File: config.mk
export PLATFORM = sky130hd
export DESIGN_NAME = countdown_timer_flat
export DESIGN_NICKNAME = d
export VERILOG_FILES = /design/src/rtl/countdown_timer_pkg.sv /design/src/rtl/countdown_timer_if.sv /design/src/rtl/countdown_timer_tick_gen.sv /design/src/rtl/countdown_timer.sv /design/src/flat_wrapper.sv
export SDC_FILE = /design/constraint.sdc
export NUM_CORES = 1
export LEC_CHECK = 0
export CORE_MARGIN = 1.5
export CORE_UTILIZATION = 28
export CTS_BUF_LIST = sky130_fd_sc_hd__clkbuf_16
export CTS_CLUSTER_DIAMETER = 200
export DETAILED_ROUTE_END_ITERATION = 8
export HOLD_SLACK_MARGIN = 0.02
export SLEW_MARGIN = 20
export SYNTH_ARGS = -nofsm -noshare
export SYNTH_HDL_FRONTEND = slang
export SYNTH_SLANG_ARGS = --single-unit
File: constraint.sdc
create_clock -name clk -period 1.9 [get_ports clk]
set_input_delay 0.38 -clock clk [delete_from_list [all_inputs] [get_ports clk]]
set_output_delay 0.38 -clock clk [all_outputs]
set_load 0.01 [all_outputs]
File: src/rtl/countdown_timer_pkg.sv
// Shared game package: countdown states and 7-segment digit codes.
// The winner display reuses the segment constants and decoder.
package countdown_timer_pkg;

    typedef enum logic [1:0] {
        HOLD = 2'b00,
        RUN  = 2'b01,
        DONE = 2'b10
    } cd_state_e;

    localparam logic [6:0] SEG_BLANK = 7'h00;
    localparam logic [6:0] SEG_0     = 7'h3F;
    localparam logic [6:0] SEG_1     = 7'h06;
    localparam logic [6:0] SEG_2     = 7'h5B;
    localparam logic [6:0] SEG_3     = 7'h4F;
    localparam logic [6:0] SEG_4     = 7'h66;
    localparam logic [6:0] SEG_5     = 7'h6D;
    localparam logic [6:0] SEG_6     = 7'h7D;
    localparam logic [6:0] SEG_7     = 7'h07;
    localparam logic [6:0] SEG_8     = 7'h7F;
    localparam logic [6:0] SEG_9     = 7'h6F;

    function automatic logic [6:0] seg_decode(input logic [3:0] d);
        logic [6:0] s;
        case (d)
            4'd0:    s = SEG_0;
            4'd1:    s = SEG_1;
            4'd2:    s = SEG_2;
            4'd3:    s = SEG_3;
            4'd4:    s = SEG_4;
            4'd5:    s = SEG_5;
            4'd6:    s = SEG_6;
            4'd7:    s = SEG_7;
            4'd8:    s = SEG_8;
            4'd9:    s = SEG_9;
            default: s = SEG_BLANK;
        endcase
        return s;
    endfunction

endpackage

File: src/rtl/countdown_timer_if.sv
// Link between the game FSM (master) and the countdown timer (slave).
interface countdown_timer_if #(
    parameter int N_STEPS = 3
);
    logic               cd_rst;
    logic               cd_done;
    logic               cd_active;
    logic [N_STEPS-1:0] cd_leds;
    logic [6:0]         seg_out;

    modport master (
        output cd_rst,
        input  cd_done,
        input  cd_active,
        input  cd_leds,
        input  seg_out
    );

    modport slave (
        input  cd_rst,
        output cd_done,
        output cd_active,
        output cd_leds,
        output seg_out
    );
endinterface

File: src/rtl/countdown_timer_tick_gen.sv
// Prescaler: pulses tick on the last cycle of each CLK_DIV window.
module tick_gen #(
    parameter int CLK_DIV = 1000
) (
    input  logic clk,
    input  logic rst_in_n,
    input  logic clr,
    input  logic en,
    output logic tick
);
    localparam int CW = $clog2(CLK_DIV);
    localparam logic [CW-1:0] LAST = CW'(CLK_DIV - 1);

    logic [CW-1:0] cnt_q, cnt_d;

    always_comb begin
        cnt_d = cnt_q;
        if (clr) begin
            cnt_d = '0;
        end else if (en) begin
            cnt_d = (cnt_q == LAST) ? '0 : cnt_q + CW'(1);
        end
    end

    always_ff @(posedge clk or negedge rst_in_n) begin
        if (!rst_in_n) begin
            cnt_q <= '0;
        end else begin
            cnt_q <= cnt_d;
        end
    end

    assign tick = en && (cnt_q == LAST);
endmodule

File: src/rtl/countdown_timer.sv
// Pre-game countdown: N_STEPS ticks of CLK_DIV clocks, LED bar + digit,
// then a held cd_done level until the game FSM re-asserts cd_rst.
module countdown_timer
    import countdown_timer_pkg::*;
#(
    parameter int CLK_DIV = 1000,
    parameter int N_STEPS = 3
) (
    input logic                clk,
    input logic                rst_in_n,
    countdown_timer_if.slave   cd
);
    localparam int RW = $clog2(N_STEPS + 1);

    cd_state_e          state_q, state_d;
    logic [RW-1:0]      remain_q, remain_d;
    logic               done_q, done_d;
    logic               active_q, active_d;
    logic [N_STEPS-1:0] leds_q, leds_d;
    logic [6:0]         seg_q, seg_d;
    logic               tick;
    logic               tg_clr;
    logic               tg_en;

    // Clearing on cd_rst too keeps the prescaler at zero through an abort.
    assign tg_clr = cd.cd_rst || (state_q != RUN);
    assign tg_en  = !cd.cd_rst && (state_q == RUN);

    tick_gen #(
        .CLK_DIV (CLK_DIV)
    ) u_tick (
        .clk      (clk),
        .rst_in_n (rst_in_n),
        .clr      (tg_clr),
        .en       (tg_en),
        .tick     (tick)
    );

    always_ff @(posedge clk or negedge rst_in_n) begin
        if (!rst_in_n) begin
            state_q  <= HOLD;
            remain_q <= '0;
            done_q   <= 1'b0;
            active_q <= 1'b0;
            leds_q   <= '0;
            seg_q    <= SEG_BLANK;
        end else begin
            state_q  <= state_d;
            remain_q <= remain_d;
            done_q   <= done_d;
            active_q <= active_d;
            leds_q   <= leds_d;
            seg_q    <= seg_d;
        end
    end

    always_comb begin
        state_d  = state_q;
        remain_d = remain_q;
        if (cd.cd_rst) begin
            state_d  = HOLD;
            remain_d = '0;
        end else begin
            unique case (state_q)
                HOLD: begin
                    state_d  = RUN;
                    remain_d = RW'(N_STEPS);
                end
                RUN: begin
                    if (tick) begin
                        if (remain_q <= RW'(1)) begin
                            state_d  = DONE;
                            remain_d = '0;
                        end else begin
                            remain_d = remain_q - RW'(1);
                        end
                    end
                end
                DONE: begin
                end
                default: begin
                    state_d  = HOLD;
                    remain_d = '0;
                end
            endcase
        end
    end

    // Decoded from next state so the output flops line up with state_q.
    always_comb begin
        done_d   = 1'b0;
        active_d = 1'b0;
        leds_d   = '0;
        seg_d    = SEG_BLANK;
        unique case (state_d)
            RUN: begin
                active_d = 1'b1;
                for (int i = 0; i < N_STEPS; i++) begin
                    leds_d[i] = (i < int'(remain_d));
                end
                seg_d = seg_decode(4'(remain_d));
            end
            DONE: begin
                done_d = 1'b1;
                seg_d  = SEG_0;
            end
            default: begin
            end
        endcase
    end

    assign cd.cd_done   = done_q;
    assign cd.cd_active = active_q;
    assign cd.cd_leds   = leds_q;
    assign cd.seg_out   = seg_q;
endmodule

File: src/flat_wrapper.sv
// flat-port wrapper written by rule: the top's interface ports become plain ports
module countdown_timer_flat import countdown_timer_pkg::*;
#(
    parameter int CLK_DIV = 1000,
    parameter int N_STEPS = 3
)
  (clk, rst_in_n, cd_cd_rst, cd_cd_done, cd_cd_active, cd_cd_leds, cd_seg_out);
  countdown_timer_if #(.N_STEPS(N_STEPS)) cd_i ();
  input logic clk;
  input logic rst_in_n;
  input wire logic [$bits(cd_i.cd_rst)-1:0] cd_cd_rst;
  output wire logic [$bits(cd_i.cd_done)-1:0] cd_cd_done;
  output wire logic [$bits(cd_i.cd_active)-1:0] cd_cd_active;
  output wire logic [$bits(cd_i.cd_leds)-1:0] cd_cd_leds;
  output wire logic [$bits(cd_i.seg_out)-1:0] cd_seg_out;
  assign cd_i.cd_rst = cd_cd_rst;
  assign cd_cd_done = cd_i.cd_done;
  assign cd_cd_active = cd_i.cd_active;
  assign cd_cd_leds = cd_i.cd_leds;
  assign cd_seg_out = cd_i.seg_out;
  countdown_timer #(.CLK_DIV(CLK_DIV), .N_STEPS(N_STEPS)) u_core (.clk(clk), .rst_in_n(rst_in_n), .cd(cd_i));
endmodule
==> impl_metrics.tcl <==
set metrics [dict create \
    power.density_nw_per_um2 687 \
    path_cells "nand4_4, or4_4, nor3_4, o21ba_4, ha_4, inv_4, nand2_2, o31ai_1" \
    netlist_top_cells_count "25 x dfrtp_1, 18 x nor2_1, 8 x nand2_1, 6 x inv_1, 5 x xnor2_1" \
    fin_crit_ns 2.05 \
    cts.sinks 25 \
    placementRows 23 \
    port-buffer-count 14 \
    critPathLaunchType "flop" \
    synth_ff_type "dfrtp_1" \
    die_y_um 67.8 \
    max_freq_ghz 0.488 \
    grtUsageTotal_pct 12.6 \
    critical_path_class "reg2reg" \
    drt-initial-drc-count 13 \
    clockBufferDepth 2 \
    cp-end-kind "flop" \
    grt_overflow 0 \
    slowest_delay_ns 0.58 \
    failed_checks "negative setup slack" \
    synth_top_cell_by_area "dfrtp_1" \
    grt_start_max_net_pins 26 \
    crit_buf_inv 1 \
    crit_required_ns 2.07 \
    die_x_um 67.8 \
    yosysMostFrequentCell "dfrtp_1" \
    rsz0062_at_grt "yes" \
    power.internal_uw 899 \
    path_delay_family "simple AND/OR/NAND/NOR gates" \
    synth_edf_count 0 \
    finalHoldViolations 0 \
    area.growth.synth_to_final_pct 43.5 \
    synth_cell_type_count 35 \
    vias 915 \
    slew_headroom_pct 78.9 \
    fin_area_um2 1690 \
    synth.net_count 116 \
    ioPinCount 15 \
    power_frac_seq_pct 48.2 \
    comb_power_share_pct 11.0 \
    core_um2 4030 \
    syn_area_um2 1180 \
    n_antenna_cell 0 \
    post_drt_wl_per_cell_um 12.6 \
    fp.dieArea_um2 4600 \
    initial_core_util_pct 29.2 \
    route.antenna.remaining_nets 0 \
    leakagePower_uw 0.000759 \
    crit_arrival_ns 2.22 \
    cp_max_fo 3 \
    finalMaxSlewViolations 0 \
    viasPerCell 4.64 \
    antenna_found_initial 0 \
    period_share_pct 108 \
    finalSetupViolations 6 \
    cts_buffers 3 \
    synth-seq-cells 25 \
    syn_avg_cell_area_um2 10.7 \
    p_sw_uw 261 \
    synth.area.top_cells "dfrtp_1 53%, nor2_1 5.7%, xnor2_1 3.7%, ha_1 3.2%, nand2_1 2.6%" \
    power_frac_clock_pct 40.8 \
    htreeDepth 1 \
    synth_top_area_share_pct 53.2 \
    syn_inst 110 \
    grt_pass1_wl_um 4350 \
    ir_drop_mv 0.271 \
    synth_warnings 0 \
    grt_pass1_vias 982 \
    fin_nets 154 \
    synth_seq_area_share_pct 53.2 \
    hold_path.class "in2async" \
    fin_skew_ns 0.00532 \
    tightestPinTransition_ns 0.315 \
    drc 0 \
    fin_ws_ns -0.149 \
    cts-root-buf "clkbuf_16" \
    status "complete, but fails checks" \
    cts_tree "done" \
    synth-async-reset-ratio_pct 100 \
    cts_hold_buf 0 \
    p_total_uw 1160 \
    worstSkewPairLatency_ns 0.26 \
    gp_congestion 0.705 \
    post-dp-hpwl_um 1780 \
    cp_slowest_cell "or4_4" \
    drive_gt1_share_pct 32.0 \
    routed_wl_um 2480 \
    placed_cell_area_um2 1540 \
    dr.pass1.iters 4 \
    maxCapViolations 0 \
    p_sw_share_pct 22.5 \
    clk_pin_slew_worst_paths_ns 0.07 \
]
per-stage QoR:
| stage | std cells | utilization (%) | setup WS [ns] | TNS [ns] | hold WS (ns) |
|---|---|---|---|---|---|
| 2_1_floorplan | 110 | - | -0.100 | -0.156 | 0.0844 |
| 3_3_place_gp | 189 | 38.2 | -0.158 | -0.428 | 0.525 |
| 3_5_place_dp | 189 | 38.2 | -0.182 | -0.665 | 0.539 |
| 4_1_cts | 197 | 41.6 | -0.134 | -0.539 | 0.495 |
| 5_1_grt | 197 | 41.9 | -0.227 | -1.17 | 0.523 |
| 6_report | 197 | 41.9 | -0.149 | -0.521 | 0.480 |
what timing repair did:
action / CTS / global route
setup buffers: 4 / 0
resized for setup: 7 / 3
setup endpoints to repair: 7 / 10
pin swaps: 3 / 1
cell families (layout without fill, tap and decap cells):
group                      count (synthesis)  count (layout)  share of synthesized area [%]
xor gates and xnor gates                   8               8                           5.96
adders and majority gates                  3               3                           3.19
buffers and inverters                      9              46                           3.19
and+or+nand+nor                           48              48                           22.9
DFF                                       25              25                           53.2
AOI/OAI and AO/OA                         17              17                           11.6
final timing paths:
| kind | from | end | slack, ns | cells after the start |
|---|---|---|---|---|
| setup / recovery | u_core.u_tick.cnt_q[8] | u_core.cd.seg_out[5] | -0.15 | 8 |
| hold / removal | rst_in_n | u_core.u_tick.cnt_q[8] | 0.48 | 2 |
| setup reg to reg | u_core.u_tick.cnt_q[8] | u_core.cd.seg_out[5] | -0.15 | 8 |
| hold reg to reg | u_core.u_tick.cnt_q[0] | u_core.u_tick.cnt_q[0] | 0.55 | 2 |
| max in group asynchronous | rst_in_n | u_core.u_tick.cnt_q[5] | 1.18 | 2 |
| min in group clk | u_core.u_tick.cnt_q[0] | u_core.u_tick.cnt_q[0] | 0.55 | 2 |
placed cells by master (no fill, tap or decap), types with 2 or more instances in the layout:
cell type	count
and3_1	3
buf_4	21
clkbuf_16	3
clkdlybuf4s50_1	14
dfrtp_1	25
ha_4	2
inv_1	4
inv_4	2
nand2_1	6
nand2_2	2
nand2b_1	2
nand3_1	3
nor2_1	16
nor2_4	2
nor3_1	3
o21bai_1	2
o31a_2	2
o31ai_1	2
or3_1	2
xnor2_1	5
xor2_1	3
layout make-up:
type / count / area (um2)
clock buffers: 3 / 75.1
multi-input cells: 76 / 581
repair buffers: 36 / 309
clock inverters: 1 / 7.51
flip-flops and latches: 25 / 626
well taps: 50 / 62.6
inverters: 6 / 27.5
fillers: 394 / 2340
power groups by stage:
stage          Clock [uW]  Combinational (uW)  Sequential [uW]
5_1_grt               501                 143              560
4_1_cts               484                 127              558
3_3_place_gp            0                 118              568
3_5_place_dp            0                 120              569
2_1_floorplan           0                52.0              573
6_report              473                 128              558
state kept, by name (all words and copies together) (netlist names):
name	flops
u_core.cd.cd_active	1
u_core.cd.cd_done	1
u_core.cd.cd_leds	3
u_core.cd.seg_out	6
u_core.remain_q	2
u_core.state_q	2
u_core.u_tick.cnt_q	10
layer usage:
layer,up-vias,share of wire [%],GRT usage (%)
li1,447,-,-
met1,449,45,15.6
met2,15,51,21.0
met3,4,1.9,1.48
met4,0,2.0,8.00
met5,-,0,0
Note: power is estimated with default switching activity, not from simulation.
==> RTL change 1, RTL diff (same flow settings) <==
`N_STEPS` is set to 3 in 3 places; all go to 6.
--- a/src/rtl/countdown_timer_if.sv
+++ b/src/rtl/countdown_timer_if.sv
@@ -1,6 +1,6 @@
 // Link between the game FSM (master) and the countdown timer (slave).
 interface countdown_timer_if #(
-    parameter int N_STEPS = 3
+    parameter int N_STEPS = 6
 );
     logic               cd_rst;
     logic               cd_done;
--- a/src/rtl/countdown_timer.sv
+++ b/src/rtl/countdown_timer.sv
@@ -4,7 +4,7 @@
     import countdown_timer_pkg::*;
 #(
     parameter int CLK_DIV = 1000,
-    parameter int N_STEPS = 3
+    parameter int N_STEPS = 6
 ) (
     input logic                clk,
     input logic                rst_in_n,
--- a/src/flat_wrapper.sv
+++ b/src/flat_wrapper.sv
@@ -2,7 +2,7 @@
 module countdown_timer_flat import countdown_timer_pkg::*;
 #(
     parameter int CLK_DIV = 1000,
-    parameter int N_STEPS = 3
+    parameter int N_STEPS = 6
 )
   (clk, rst_in_n, cd_cd_rst, cd_cd_done, cd_cd_active, cd_cd_leds, cd_seg_out);
   countdown_timer_if #(.N_STEPS(N_STEPS)) cd_i ();
Ports: changed (resized cd_cd_leds); port bits go from 15 to 18. No check against the original RTL was run, so the function may have changed too.
==> RTL change 1 against the unedited design <==
The run still ends with negative setup slack left; critical path type unchanged; wire length grew 48%; worst setup slack got worse by 580 ps; non-clock buffer count grew 32; design area increased by 42%; synthesized cell count increased by 26%; largest cell class is now multi-input combinational cells; area after synthesis increased by 28%; sequential power up 21%; sequential cell count rose by 5; total power grew 41%.
==> RTL change 1: results (changes against the unedited design) <==
GRT
The global-route wire length before repair is 6100 um (+40%). The maximum number of pins on one net before global-route repair is 31 (+19%).

Worst setup path
The cell count of the worst reg-to-reg path came to 10 (+2). The arrival time at the worst endpoint is 2790 ps (+570 ps). The critical-path cell with the highest stage delay is sky130_fd_sc_hd__or4b_4.

The biggest fanout along the worst timing path is 5 (+2).

Run status
The checks that failed: negative setup slack. The flow ran to the end, but the final reports show violations.

Cells and area
The net total in the final layout came to 225 (+46%). The proportion of layout cells with a drive suffix above 1 is 0.392 (+0.0718). The filler-free cell count of the finished design came to 282 (+43%).

Clock tree
The H-tree depth is 2 (+1). The number of buffers added by the clock tree synthesis step was 5 (+2). The clock latency at the later pin of the worst-skew pair is 280 ps (+20 ps).

Synth
In the post-synthesis netlist, the biggest area contributors are sky130_fd_sc_hd__dfrtp_1, sky130_fd_sc_hd__ha_1, sky130_fd_sc_hd__nor2_1, sky130_fd_sc_hd__and3_1, sky130_fd_sc_hd__inv_1. The count of unique library cells instantiated by Yosys is 39 (+11%). By count the netlist is led by sky130_fd_sc_hd__dfrtp_1, sky130_fd_sc_hd__nor2_1, sky130_fd_sc_hd__ha_1, sky130_fd_sc_hd__inv_1, sky130_fd_sc_hd__and3_1.

Routing
The total wire length after detailed routing is 3660 um (+48%). The total via count in the routed design is 1,267 (+38%). The count of routing violations after the opening detailed-route iteration is 71 (+58).

Timing
The setup slack after layout is -732 ps (-582 ps). The relative slew slack came to 0.728 (-0.0617). The final setup violation count is 19 (+13).

Power and ir drop
The maximum resistive drop on vdd is 332 uV (+23%).

Placement
The detailed-placement wirelength estimate is 2550 um (+43%).
[RTL change 1: cell type report]
class / instances / area [um2]
fillers: 509 / 2750
multi-input cells: 96 / 816
flip-flops and latches: 30 / 751
repair buffers: 68 / 561
clock buffers: 5 / 125
well taps: 70 / 87.6
inverters: 11 / 43.8
clock inverters: 2 / 10.0
[RTL change 1: worst min-delay path by stage]
| stage | slack (ps) | start | cells past startpoint | to |
|---|---|---|---|---|
| after global placement | 530 | u_core.u_tick.cnt_q[0] | 2 | u_core.u_tick.cnt_q[0] |
| final | 500 | rst_in_n | 2 | u_core.u_tick.cnt_q[5] |
| after floorplan | 80 | rst_in_n | 0 | u_core.cd.cd_active |
| after global routing | 560 | rst_in_n | 2 | u_core.u_tick.cnt_q[4] |
| after CTS | 510 | rst_in_n | 2 | u_core.cd.seg_out[5] |
| after detailed placement | 550 | u_core.u_tick.cnt_q[0] | 2 | u_core.u_tick.cnt_q[0] |
[RTL change 1: kinds of logic after synthesis]
| family | after synthesis | synth area share |
|---|---|---|
| mux | 2 | 0.0150 |
| simple gates | 53 | 0.191 |
| xor+xnor | 8 | 0.0465 |
| fa+ha+maj | 10 | 0.0831 |
| compound gates | 23 | 0.126 |
| buf+inv | 13 | 0.0391 |
| flops | 30 | 0.499 |
[RTL change 1: stage by stage]
stage	hold slack [ps]	utilization	total power, uW	setup slack, ps
floorplan	84.4	-	775	-823
detailed placement	546	0.407	892	-710
global placement	527	0.407	890	-656
CTS	511	0.445	1630	-633
finish	503	0.466	1640	-732
global route	565	0.466	1690	-831
[RTL change 1: layer usage]
layer / part of all wire / wire [um] / vias up / global-route usage
met5: 0 / 0 / - / 0
met4: 0.024 / 89 / 0 / 0.0778
met3: 0.027 / 99 / 8 / 0.0371
met2: 0.51 / 1860 / 15 / 0.217
met1: 0.44 / 1610 / 618 / 0.168
li1: - / - / 626 / -
[RTL change 1: critical path, delay by kind of cell (launching register included)]
family | cells | cell delay [ps]
and+or+nand+nor | 5 | 1360
AOI/OAI and AO/OA | 2 | 450
DFF | 1 | 350
adders and majority gates | 2 | 340
buffers and inverters | 1 | 30
[RTL change 1: repair_timing]
action / in CTS / in global routing
setup endpoints to repair: 18 / 20
gates cloned: 0 / 0
buffers inserted: 4 / 5
gates resized for setup: 7 / 15
pin swaps: 3 / 6
hold buffers: 0 / 0
endpoints found under the hold margin: 0 / 0
[RTL change 1: power by group]
part / total (uW) / leakage (uW) / switching (uW) / internal (uW)
registers: 675 / 0.000400 / 10.6 / 665
logic: 228 / 0.000673 / 105 / 122
clock network: 733 / 0.0000694 / 262 / 470
total: 1640 / 0.00114 / 378 / 1260
==> RTL change 2, RTL diff (same flow settings) <==
Made on the original files. The 3 states of `cd_state_e` get a one-hot encoding in 3 bits.
--- a/src/rtl/countdown_timer_pkg.sv
+++ b/src/rtl/countdown_timer_pkg.sv
@@ -2,10 +2,10 @@
 // The winner display reuses the segment constants and decoder.
 package countdown_timer_pkg;
 
-    typedef enum logic [1:0] {
-        HOLD = 2'b00,
-        RUN  = 2'b01,
-        DONE = 2'b10
+    typedef enum logic [2:0] {
+        HOLD = 3'b001,
+        RUN  = 3'b010,
+        DONE = 3'b100
     } cd_state_e;
 
     localparam logic [6:0] SEG_BLANK = 7'h00;
Check against the original RTL: no difference found for any inputs over 10 cycles, from zero or initial values and one cycle with rst_in_n low; not proved beyond that.
==> RTL change 2 against the unedited design <==
Wire length is 11% lower; total power is 25% higher; sequential cell count is 1 higher; area after synthesis is 4.8% lower; critical path depth is 2 lower; design area is 9.0% lower; synthesized cell count is 5.5% lower; worst setup slack better by 150 ps; core utilization is 0.85 points lower; die area is 4.6% lower; fmax is 8.1% higher; critical path type unchanged; critical endpoint is now u_core.cd.seg_out[3]; largest cell class unchanged; largest power group unchanged; highest routed layer unchanged.
==> RTL change 2: results (changes against the unedited design) <==
Run status
The run finished with clean final reports.

Routing
The count of routing violations after the opening detailed-route iteration is 16 (+3). The first-pass detailed-route iteration total was 4 (unchanged). The total via count in the routed design is 837 (-8.5%).

The mean routed wirelength per cell is 12.1 um (-4.2%).

Power and ir drop
The net switching power of the design is 315 uW (+21%). The maximum resistive drop on vdd came to 360 uV (+33%). The leakage power total is 0.000688 uW (-9.4%).

Cells and area
Counting flops per register, the top entry is u_core.u_tick.cnt_q. The fill cell instance count of the final layout was 380 (-3.6%). The net total in the final layout is 140 (-9.1%). The layout overhead on the synthesized area is 37.2%. The antenna cell count came to 0 (unchanged). The proportion of layout cells with a drive suffix above 1 was 0.185 (-0.135).

The number of flip-flops under the largest register name is 10 (unchanged).

Timing
The final clock skew is 3.87 ps (-1.44 ps). The actual transition at the worst max-transition pin is 568 ps (+253 ps).

Worst setup path
The setup path with the least slack is of type register to register. The biggest fanout along the worst timing path was 4 (+1). The reg-to-reg critical path endpoint is u_core.cd.seg_out[3]. The cell count of the worst reg-to-reg path was 6 (-2). The arrival time at the worst endpoint is 2070 ps (-150 ps). The worst flop-to-flop path startpoint is u_core.u_tick.cnt_q[0]. The largest stage delay on the critical path is 380 ps (-200 ps). The largest individual stage delay along the critical path comes from the cell sky130_fd_sc_hd__or3_4. The worst reg-to-reg setup slack was 4 ps (+150 ps). Following the worst setup path forward leads to its endpoint at u_core.cd.seg_out[3].

Clock tree
The number of buffers added by the clock tree synthesis step is 3 (unchanged). After clock tree synthesis, the clock-pin slew on the worst setup and hold paths is 60 ps. The H-tree depth is 1 (unchanged). The clock latency at the later pin of the worst-skew pair is 260 ps (about the same). The CTS root buffer is sky130_fd_sc_hd__clkbuf_16. The clock tree buffer depth was 2 (unchanged).

Synth
The share of async-settable or async-resettable flops after synthesis came to 1.00 (unchanged). Counting instances in the post-synthesis netlist gives the leading cell types as sky130_fd_sc_hd__dfrtp_1, sky130_fd_sc_hd__nor2_1, sky130_fd_sc_hd__inv_1. The count of unique library cells instantiated by Yosys is 29 (-17%). The number of flops mapped to enable cells by yosys was 0 (unchanged). The register area share after synthesis is 0.582 (+0.0502). The net count after synthesis is 108 (-6.9%). By area the synthesized netlist is led by sky130_fd_sc_hd__dfrtp_1, sky130_fd_sc_hd__nor2_1, sky130_fd_sc_hd__xnor2_1, sky130_fd_sc_hd__xor2_1, sky130_fd_sc_hd__dfstp_2. The total of warnings raised by yosys was 0 (unchanged).

Placement
The routability-driven placement congestion ratio was 0.875 (+24%). The instance area at placement is 1410 um2 (-8.1%). The detailed-placement wirelength estimate is 1600 um (-11%).

The number of port buffers is 14 (unchanged).

GRT
The number of antenna violations at the first check in global routing is 0 (unchanged). The number of global-route vias before repair is 887 (-9.7%). The overall track demand over capacity in global routing is 0.120 (-0.00594). The maximum number of pins on one net before global-route repair was 27 (+3.8%). The global-route wire length before repair is 4000 um (-8.1%).

Hold path
The path class of the tightest hold or removal check is input port to asynchronous set/reset pin.
-- RTL change 2: cells by family after synthesis --
| logic type | after synthesis | share of synthesized area |
|---|---|---|
| and+or+nand+nor | 44 | 0.208 |
| DFF | 26 | 0.582 |
| AOI/OAI and AO/OA | 15 | 0.0950 |
| xor gates and xnor gates | 9 | 0.0704 |
| buffers and inverters | 9 | 0.0335 |
| adders and majority gates | 1 | 0.0112 |
-- RTL change 2: area by class of cell --
class                   instances  area share
multi-input cells              69       0.287
flip-flops and latches         26       0.424
well taps                      48      0.0391
inverters                       7      0.0171
clock inverters                 1      0.0195
clock buffers                   3      0.0489
repair buffers                 29       0.164
-- RTL change 2: per-stage QoR --
step           std cells  setup TNS, ps  setup WS (ps)
3_3_place_gp         178          -2900           -254
3_5_place_dp         178          -3540           -307
5_1_grt              183           -412          -92.6
6_report             183              0           3.85
2_1_floorplan        104              0           64.9
4_1_cts              182          -6.68          -6.68
-- RTL change 2: per-layer routing --
layer	routed length, um	global-route usage	part of all wire
met4	11	0.0459	0.0050
met2	1060	0.196	0.48
met5	0	0	0
met1	1040	0.154	0.47
met3	90	0.0273	0.041
-- RTL change 2: what timing repair did --
action / in CTS / in global routing
endpoints found under the setup margin: 5 / 7
hold buffers: 0 / 0
buffers inserted: 0 / 1
pin swaps: 1 / 0
hold endpoints to repair: 0 / 0
gates resized for setup: 1 / 1
-- RTL change 2: worst min-delay path by stage --
stage,end,slack [ps],cells after the start
after detailed placement,u_core.u_tick.cnt_q[0],530,2
after CTS,u_core.u_tick.cnt_q[3],500,2
after floorplan,u_core.cd.cd_active,80,0
after global routing,u_core.u_tick.cnt_q[6],540,2
final,u_core.u_tick.cnt_q[4],490,2
after global placement,u_core.u_tick.cnt_q[0],520,2
-- RTL change 2: worst max-delay path, delay by kind of cell (launching register included) --
family	cells	cell delay [ps]
adders and majority gates	1	180
AOI/OAI and AO/OA	3	790
and+or+nand+nor	2	510
DFF	1	350
-- RTL change 2: power groups by stage --
stage	Combinational [uW]	Clock (uW)	Sequential [uW]
after floorplan	91.4	0	646
after global placement	217	0	635
after detailed placement	220	0	635
after CTS	223	621	626
after global routing	248	646	631
final	226	600	626
